`src/rtl/freq_seg_display.sv`:
```
`default_nettype none
// ============================================================================
//  Module      : freq_seg_display
//  Description : Snapshots the six BCD digits produced by the frequency
//                measurement stage once per 0.5 Hz gate period and scans
//                them onto an 8-digit seven-segment display. The display
//                uses leading-zero blanking, shows an invalid-digit dash, and
//                keeps all anodes off for a short guard interval at the start
//                of every digit slot to prevent ghosting.
//  Revision    : 1.0 - initial release
// ============================================================================
module freq_seg_display #(
  parameter int SCAN_DIV = 100000,  // clk100 cycles per digit slot
  parameter int GUARD    = 16       // all-anodes-off cycles at slot start
) (
  input  logic       clk100,
  input  logic       rst,
  input  logic       clk05Hz,
  input  logic [3:0] fre_num_u,
  input  logic [3:0] fre_num_d,
  input  logic [3:0] fre_num_h,
  input  logic [3:0] fre_num_t,
  input  logic [3:0] fre_num_m,
  input  logic [3:0] fre_num_l,
  output logic [7:0] an,
  output logic [7:0] seg,
  output logic       snap
);

  localparam int              c_CW       = (SCAN_DIV > 2) ? $clog2(SCAN_DIV) : 1;
  localparam logic [c_CW-1:0] c_CNT_MAX  = c_CW'(SCAN_DIV - 1);
  localparam logic [c_CW-1:0] c_GUARD    = c_CW'(GUARD);
  localparam logic [7:0]      c_SEG_F    = 8'h71;
  localparam logic [7:0]      c_SEG_DASH = 8'h40;
  localparam logic [7:0]      c_SEG_OFF  = 8'h00;

  logic            r_c1;
  logic            r_c2;
  logic            w_rise;
  logic [3:0]      r_shadow [6];
  logic [c_CW-1:0] r_cnt;
  logic [2:0]      r_idx;
  logic [5:0]      w_blank;
  logic [7:0]      w_seg_next;
  logic [7:0]      w_an_next;

  // Segment pattern for one BCD value; anything above 9 is shown as a dash.
  function automatic logic [7:0] f_decode(input logic [3:0] v);
    logic [7:0] s;
    case (v)
      4'd0:    s = 8'h3F;
      4'd1:    s = 8'h06;
      4'd2:    s = 8'h5B;
      4'd3:    s = 8'h4F;
      4'd4:    s = 8'h66;
      4'd5:    s = 8'h6D;
      4'd6:    s = 8'h7D;
      4'd7:    s = 8'h07;
      4'd8:    s = 8'h7F;
      4'd9:    s = 8'h6F;
      default: s = c_SEG_DASH;
    endcase
    return s;
  endfunction

  assign w_rise = r_c1 & ~r_c2;

  // Two-flop synchroniser on the gate clock; its delayed copy gives the rise.
  always_ff @(posedge clk100) begin
    if (rst) begin
      r_c1 <= 1'b0;
      r_c2 <= 1'b0;
    end else begin
      r_c1 <= clk05Hz;
      r_c2 <= r_c1;
    end
  end

  // Capture a fresh digit set on each gate rise and flag it with snap.
  always_ff @(posedge clk100) begin
    if (rst) begin
      for (int k = 0; k < 6; k++) r_shadow[k] <= 4'd0;
      snap <= 1'b0;
    end else begin
      snap <= w_rise;
      if (w_rise) begin
        r_shadow[0] <= fre_num_u;
        r_shadow[1] <= fre_num_d;
        r_shadow[2] <= fre_num_h;
        r_shadow[3] <= fre_num_t;
        r_shadow[4] <= fre_num_m;
        r_shadow[5] <= fre_num_l;
      end
    end
  end

  // Slot timer: after SCAN_DIV cycles move on to the next digit position.
  always_ff @(posedge clk100) begin
    if (rst) begin
      r_cnt <= '0;
      r_idx <= 3'd0;
    end else if (r_cnt == c_CNT_MAX) begin
      r_cnt <= '0;
      r_idx <= r_idx + 3'd1;
    end else begin
      r_cnt <= r_cnt + 1'b1;
    end
  end

  // Leading-zero blanking: a digit is blank when it and every more
  // significant digit are zero. Units are never blanked.
  always_comb begin
    logic v_all_zero;
    v_all_zero = 1'b1;
    w_blank    = 6'b000000;
    for (int k = 5; k >= 1; k--) begin
      v_all_zero = v_all_zero & (r_shadow[k] == 4'd0);
      w_blank[k] = v_all_zero;
    end
  end

  // Pick the pattern for the current slot: six digits, a blank and an 'F'.
  always_comb begin
    w_seg_next = c_SEG_OFF;
    case (r_idx)
      3'd0:    w_seg_next = f_decode(r_shadow[0]);
      3'd1:    w_seg_next = w_blank[1] ? c_SEG_OFF : f_decode(r_shadow[1]);
      3'd2:    w_seg_next = w_blank[2] ? c_SEG_OFF : f_decode(r_shadow[2]);
      3'd3:    w_seg_next = w_blank[3] ? c_SEG_OFF : f_decode(r_shadow[3]);
      3'd4:    w_seg_next = w_blank[4] ? c_SEG_OFF : f_decode(r_shadow[4]);
      3'd5:    w_seg_next = w_blank[5] ? c_SEG_OFF : f_decode(r_shadow[5]);
      3'd6:    w_seg_next = c_SEG_OFF;
      default: w_seg_next = c_SEG_F;
    endcase
  end

  // Anodes stay dark for the guard interval so the previous pattern fades.
  assign w_an_next = (r_cnt < c_GUARD) ? 8'h00 : (8'h01 << r_idx);

  // Registered display outputs, one cycle behind the slot timer.
  always_ff @(posedge clk100) begin
    if (rst) begin
      an  <= 8'h00;
      seg <= 8'h00;
    end else begin
      an  <= w_an_next;
      seg <= w_seg_next;
    end
  end

endmodule
`default_nettype wire
```
`config.mk`:
```
export PLATFORM = sky130hd
export DESIGN_NAME = freq_seg_display
export DESIGN_NICKNAME = d
export VERILOG_FILES = /design/src/rtl/freq_seg_display.sv
export SDC_FILE = /design/constraint.sdc
export NUM_CORES = 1
export LEC_CHECK = 0
export CAP_MARGIN = 20
export CORE_MARGIN = 2
export CORE_UTILIZATION = 38
export DETAILED_ROUTE_END_ITERATION = 6
export DONT_BUFFER_PORTS = 1
export GPL_ROUTABILITY_DRIVEN = 0
export HOLD_SLACK_MARGIN = 0.1
export SYNTH_ARGS = -nofsm -noshare
export SYNTH_HDL_FRONTEND = slang
export SYNTH_SLANG_ARGS = --single-unit
```
`constraint.sdc`:
```
create_clock -name clk100 -period 2.4 [get_ports clk100]
set_input_delay 0.36 -clock clk100 [delete_from_list [all_inputs] [get_ports clk100]]
set_output_delay 0.36 -clock clk100 [all_outputs]
set_load 0.03 [all_outputs]
```
### Yosys cells after proc, flatten, opt, wreduce, memory -nomap -nowiden

Memories as Yosys holds them, arrays and structs flattened.
Index checks and enable logic that the tools add are counted.

* register bits after elaboration: 39
* memory bits (writable): 24
* bits in read-only memories: 672
* input port bits: 27
* output and inout port bits: 17
* word-level logic and storage cells: 62
* memories: 7

Memory list
* (name not given): words 16, width 7, rd ports 1, clocked after Yosys merged registers in 0, wr ports 0, line 50 `case (v)`
* (name not given): words 16, width 7, rd ports 1, clocked after Yosys merged registers in 0, wr ports 0, line 50
* (name not given): words 16, width 7, rd ports 1, clocked after Yosys merged registers in 0, wr ports 0, line 50
* (name not given): words 16, width 7, rd ports 1, clocked after Yosys merged registers in 0, wr ports 0, line 50
* (name not given): words 16, width 7, rd ports 1, clocked after Yosys merged registers in 0, wr ports 0, line 50
* (name not given): words 16, width 7, rd ports 1, clocked after Yosys merged registers in 0, wr ports 0, line 50
* 1 more memories

* add/sub/neg operators: 2
* $lt $le $gt $ge: 1
* eq/ne operators: 7
* shifts and indexed selects: 1
* muxes and demuxes: 17
* bitwise logic cells: 12
* reduce and logical (&&, ||, !) cells: 8

Operators by type and width (count)
* 8-bit case mux with 7 select lines: 1
* 8-bit 2-to-1 mux: 5
* 4-bit 2-to-1 mux: 6
* 4-bit zero test: 5
* 17-bit by 1-bit adder with 17-bit output (second input constant): 1
* 17-bit equality test (second input constant): 1
* 17-bit by 5-bit < comparator with 1-bit output (second input constant): 1
* 3-bit equality test (second input constant): 3
* 1-bit by 3-bit left shift with 8-bit output (first input constant): 1
* 3-bit by 2-bit equality test with 1-bit output (second input constant): 2
* 1-bit OR: 6
* 1-bit bitwise AND: 5
* 1-bit 2-to-1 mux: 5
* 2-bit OR reduction: 2
* 3-bit by 1-bit adder with 3-bit output (second input constant): 1
* 3-bit by 1-bit equality test with 1-bit output (second input constant): 1
* 3-bit zero test: 1
* 1-bit NOT: 1

### Depth between registers and ports, before layout

An unclocked memory read counts as a cell.

* word-level depth: 8
* mapped depth: 8
* gate-level depth less buffers: 7

### Worst setup path before layout

No wires, ideal clock.

* kind: reg2reg
* start: memory r_shadow[3][1]
* end: register seg[2]
* library setup time: 0.150 ns
* arrival: 1.922 ns
* data required time: 2.250 ns
* setup slack: 0.327 ns
* stages on the path, launching flop included: 8
* path buffers: 0
* period minus slack after synthesis: 2.073 ns
* cell sequence: edfxtp_1 > inv_1 > ha_1 > or3b_1 > nor3_1 > a211oi_1 > a2111oi_0 > a311oi_1

RTL lines
* from (decl): line 40 `logic [3:0] r_shadow [6];`
* to (signal assigned): line 147 `seg <= w_seg_next;`
* to (decl): line 26 `output logic [7:0] seg,`

==> metrics.txt <==
Hold Crit Class in -> reg; Post-Syn Instances 418; Synth top area share between 20% and 30%; total of max-cap violations 0; proportion of layout cells with a drive suffix above 1 9.700%; H-tree levels 3; Detailed Route WL about 8000 µm; Filler Cells Inserted 939; Starting DRT DRC Count 110; Hold Violations, Final 0; worst-path maximum fanout 7; setup bufs post-CTS 0; unrepaired setup endpoints after global routing false; row count 36; ANT nets after route 0; initial antenna violation count 0; CP required 2600 ps; CTS tree built; FF+latch count, synth 62; kind of end point of the critical path flop; Pre-antenna DRT Iters 4; HPWL after DPL 5894 µm; placed cell area 0.003926 mm²; All-Layer GR Usage between 15 and 20%; clk_skew 9.548 ps; Async SR Flop Fraction 0%; FMAX 445.7 MHz; clock transition at the registers of the reported paths approximately 80 ps; Core Region roughly 0.0097 mm²; setup TNS 0 ps; Clk Latency, worst-skew pair 350 ps; number of diodes 0; commonest register cell after synthesis dfxtp_1; Final setup viols 0; Syn Area/Cell ~9 µm²; Synth Cell Area around 0.0037 mm²; Vias 2,870; die span in x roughly 100 µm; syn nets 481; vias in the first global route 2,775; EDFF count, synth 24; crit path kind reg -> reg; Worst EP arrival about 2400 ps; clock buffer depth 2; first-pass GRT wire length 13,130 µm; largest net degree at the start of global routing 26; Final nets 491; min cycle time layout about 2200 ps; DRC 0; sequential area share after synthesis 39.56%; Pins Over Slew Limit 0; top area cells in the synthesized netlist dfxtp_1 (20%), edfxtp_1 (19%), ha_1 (12%); die height around 100 µm; Leak 1.639 nW; fin crit share 93.49%; pwr/cell area 610.1 mW/mm²; Worst IR Drop VDD 0.3056 mV; I/O pin count 44; clk sinks between 60 and 70; final instance area 0.004194 mm²; Yosys cell types 53; CP startpoint kind flop; Rel. slew slack 64.33%; count of buffers from port buffering 0; Root Driver clkbuf_8; average wire per standard cell 13.90 µm; die area 0.01066 mm²; GR Overflow Total 0; drt via density 5.071; Tightest Pin Transition 533.3 ps; initial cell density of the core between 30% and 40%; Yosys top cell by area dfxtp_1; YS warnings 0; status completed; synth-to-layout area growth 11.99%; CTS Buf Count 9
-- repair_timing --
action,4_1_cts,5_1_grt
hold buffers,1,0
hold endpoints to repair,13,0
gates cloned,0,0
endpoints found under the setup margin,1,6
resized for setup,1,7
-- stage by stage --
stage	total power [W]	cells	hold slack, ps	worst slack [ps]	utilization (%)
6_report	0.002559	566	161.4	156.3	43.31
5_1_grt	0.002679	566	162.6	39.66	43.31
4_1_cts	0.002578	566	144.1	46.15	42.98
3_5_place_dp	0.001497	549	438.5	10.17	40.54
3_3_place_gp	0.001493	549	436.3	102.1	40.54
2_1_floorplan	0.001425	418	431.6	327.5	-
-- synthesized netlist by cell type, types with 2 or more instances --
| cell type | count |
|---|---|
| a2111oi_0 | 3 |
| a211oi_1 | 9 |
| a21oi_1 | 19 |
| a22oi_1 | 3 |
| a311oi_1 | 3 |
| a31oi_1 | 5 |
| and2_1 | 25 |
| and3_1 | 5 |
| and4_1 | 2 |
| buf_2 | 2 |
| clkbuf_1 | 11 |
| dfxtp_1 | 38 |
| edfxtp_1 | 24 |
| ha_1 | 36 |
| inv_1 | 25 |
| mux2i_1 | 7 |
| nand2_1 | 28 |
| nand2b_1 | 13 |
| nand3_1 | 6 |
| nand4_1 | 6 |
| nor2_1 | 56 |
| nor2b_1 | 8 |
| nor3_1 | 10 |
| nor4_1 | 3 |
| nor4_2 | 2 |
| o21ai_0 | 21 |
| o22ai_1 | 3 |
| o31ai_1 | 3 |
| or2_2 | 2 |
| or3b_2 | 2 |
| or4_1 | 2 |
| xnor2_1 | 5 |
| xor2_1 | 11 |
-- layout make-up --
| class | count | area (µm²) | share of cell area [%] |
|---|---|---|---|
| clock buffers | 9 | 123.9 | 2.953 |
| clock inverters | 7 | 101.3 | 2.416 |
| inverters | 25 | 93.84 | 2.237 |
| multi-input cells | 315 | 2112 | 50.36 |
| flip-flops and latches | 62 | 1481 | 35.32 |
| well taps | 133 | 166.4 | 3.968 |
| repair buffers | 15 | 115.1 | 2.745 |
-- report_power, final --
group          total (W)  switching [W]  internal (W)
Clock            0.00107       0.000474      0.000600
Combinational   0.000277       0.000164      0.000113
Sequential       0.00121      0.0000688       0.00114
Total            0.00256       0.000706       0.00185
-- critical path, cell delays in order (launching register included) --
cell	delay [ps]
edfxtp_1	450
inv_1	180
ha_1	220
or3b_2	500
nor4_4	220
a31oi_2	210
o21ai_0	130
a41oi_1	190
-- sequential cells by signal, indices dropped and copies added, names as in the netlist --
register	cells
an	8
r_c1	1
r_c2	1
r_cnt	17
r_idx	3
r_shadow	24
seg	7
snap	1
-- layer usage --
| metal | up-vias | track usage (%) | wire (µm) |
|---|---|---|---|
| li1 | 1472 | - | - |
| met1 | 1304 | 20.53 | 3678 |
| met2 | 75 | 25.82 | 3574 |
| met3 | 19 | 4.032 | 373 |
| met4 | 0 | 7.692 | 241 |
| met5 | - | 0 | 0 |
-- final timing paths --
path / start / endpoint / cells after the start / slack [ps]
setup / recovery: r_shadow[2][1]$_SDFFCE_PN0P_ / seg[6]$_SDFF_PP0_ / 7 / 160
setup reg to reg: r_shadow[2][1]$_SDFFCE_PN0P_ / seg[6]$_SDFF_PP0_ / 7 / 160
hold / removal: clk05Hz / r_c1$_SDFF_PP0_ / 1 / 160
hold reg to reg: r_c1$_SDFF_PP0_ / r_c2$_SDFF_PP0_ / 1 / 460
-- cells in the final DEF, fill, tap and decap left out, types with 4 or more instances in the layout --
cell | synthesis | layout
a21oi_1 | 19 | 19
inv_6 | 0 | 4
edfxtp_1 | 24 | 24
inv_1 | 25 | 25
nor2_1 | 56 | 56
and3_1 | 5 | 5
ha_1 | 36 | 36
nor3_1 | 10 | 9
nand2_1 | 28 | 28
nor2b_1 | 8 | 8
xnor2_1 | 5 | 5
nand3_1 | 6 | 6
o21ai_0 | 21 | 21
mux2i_1 | 7 | 7
a211oi_1 | 9 | 9
xor2_1 | 11 | 11
buf_4 | 1 | 14
nand2b_1 | 13 | 13
nand4_1 | 6 | 6
a31oi_1 | 5 | 4
clkbuf_8 | 0 | 9
dfxtp_1 | 38 | 38
and2_1 | 25 | 25
-- logic make-up after synthesis --
group | Yosys count | share of synthesized area [%]
AO/OA/AOI/OAI | 78 | 13.16
XOR/XNOR | 16 | 3.742
adder cells (fa/ha/maj) | 36 | 12.03
buffers and inverters | 41 | 4.912
flip-flops | 62 | 39.56
multiplexers | 8 | 2.172
other | 1 | 0.1001
AND/OR/NAND/NOR | 176 | 24.32
Power figures use the tool's default switching activity.
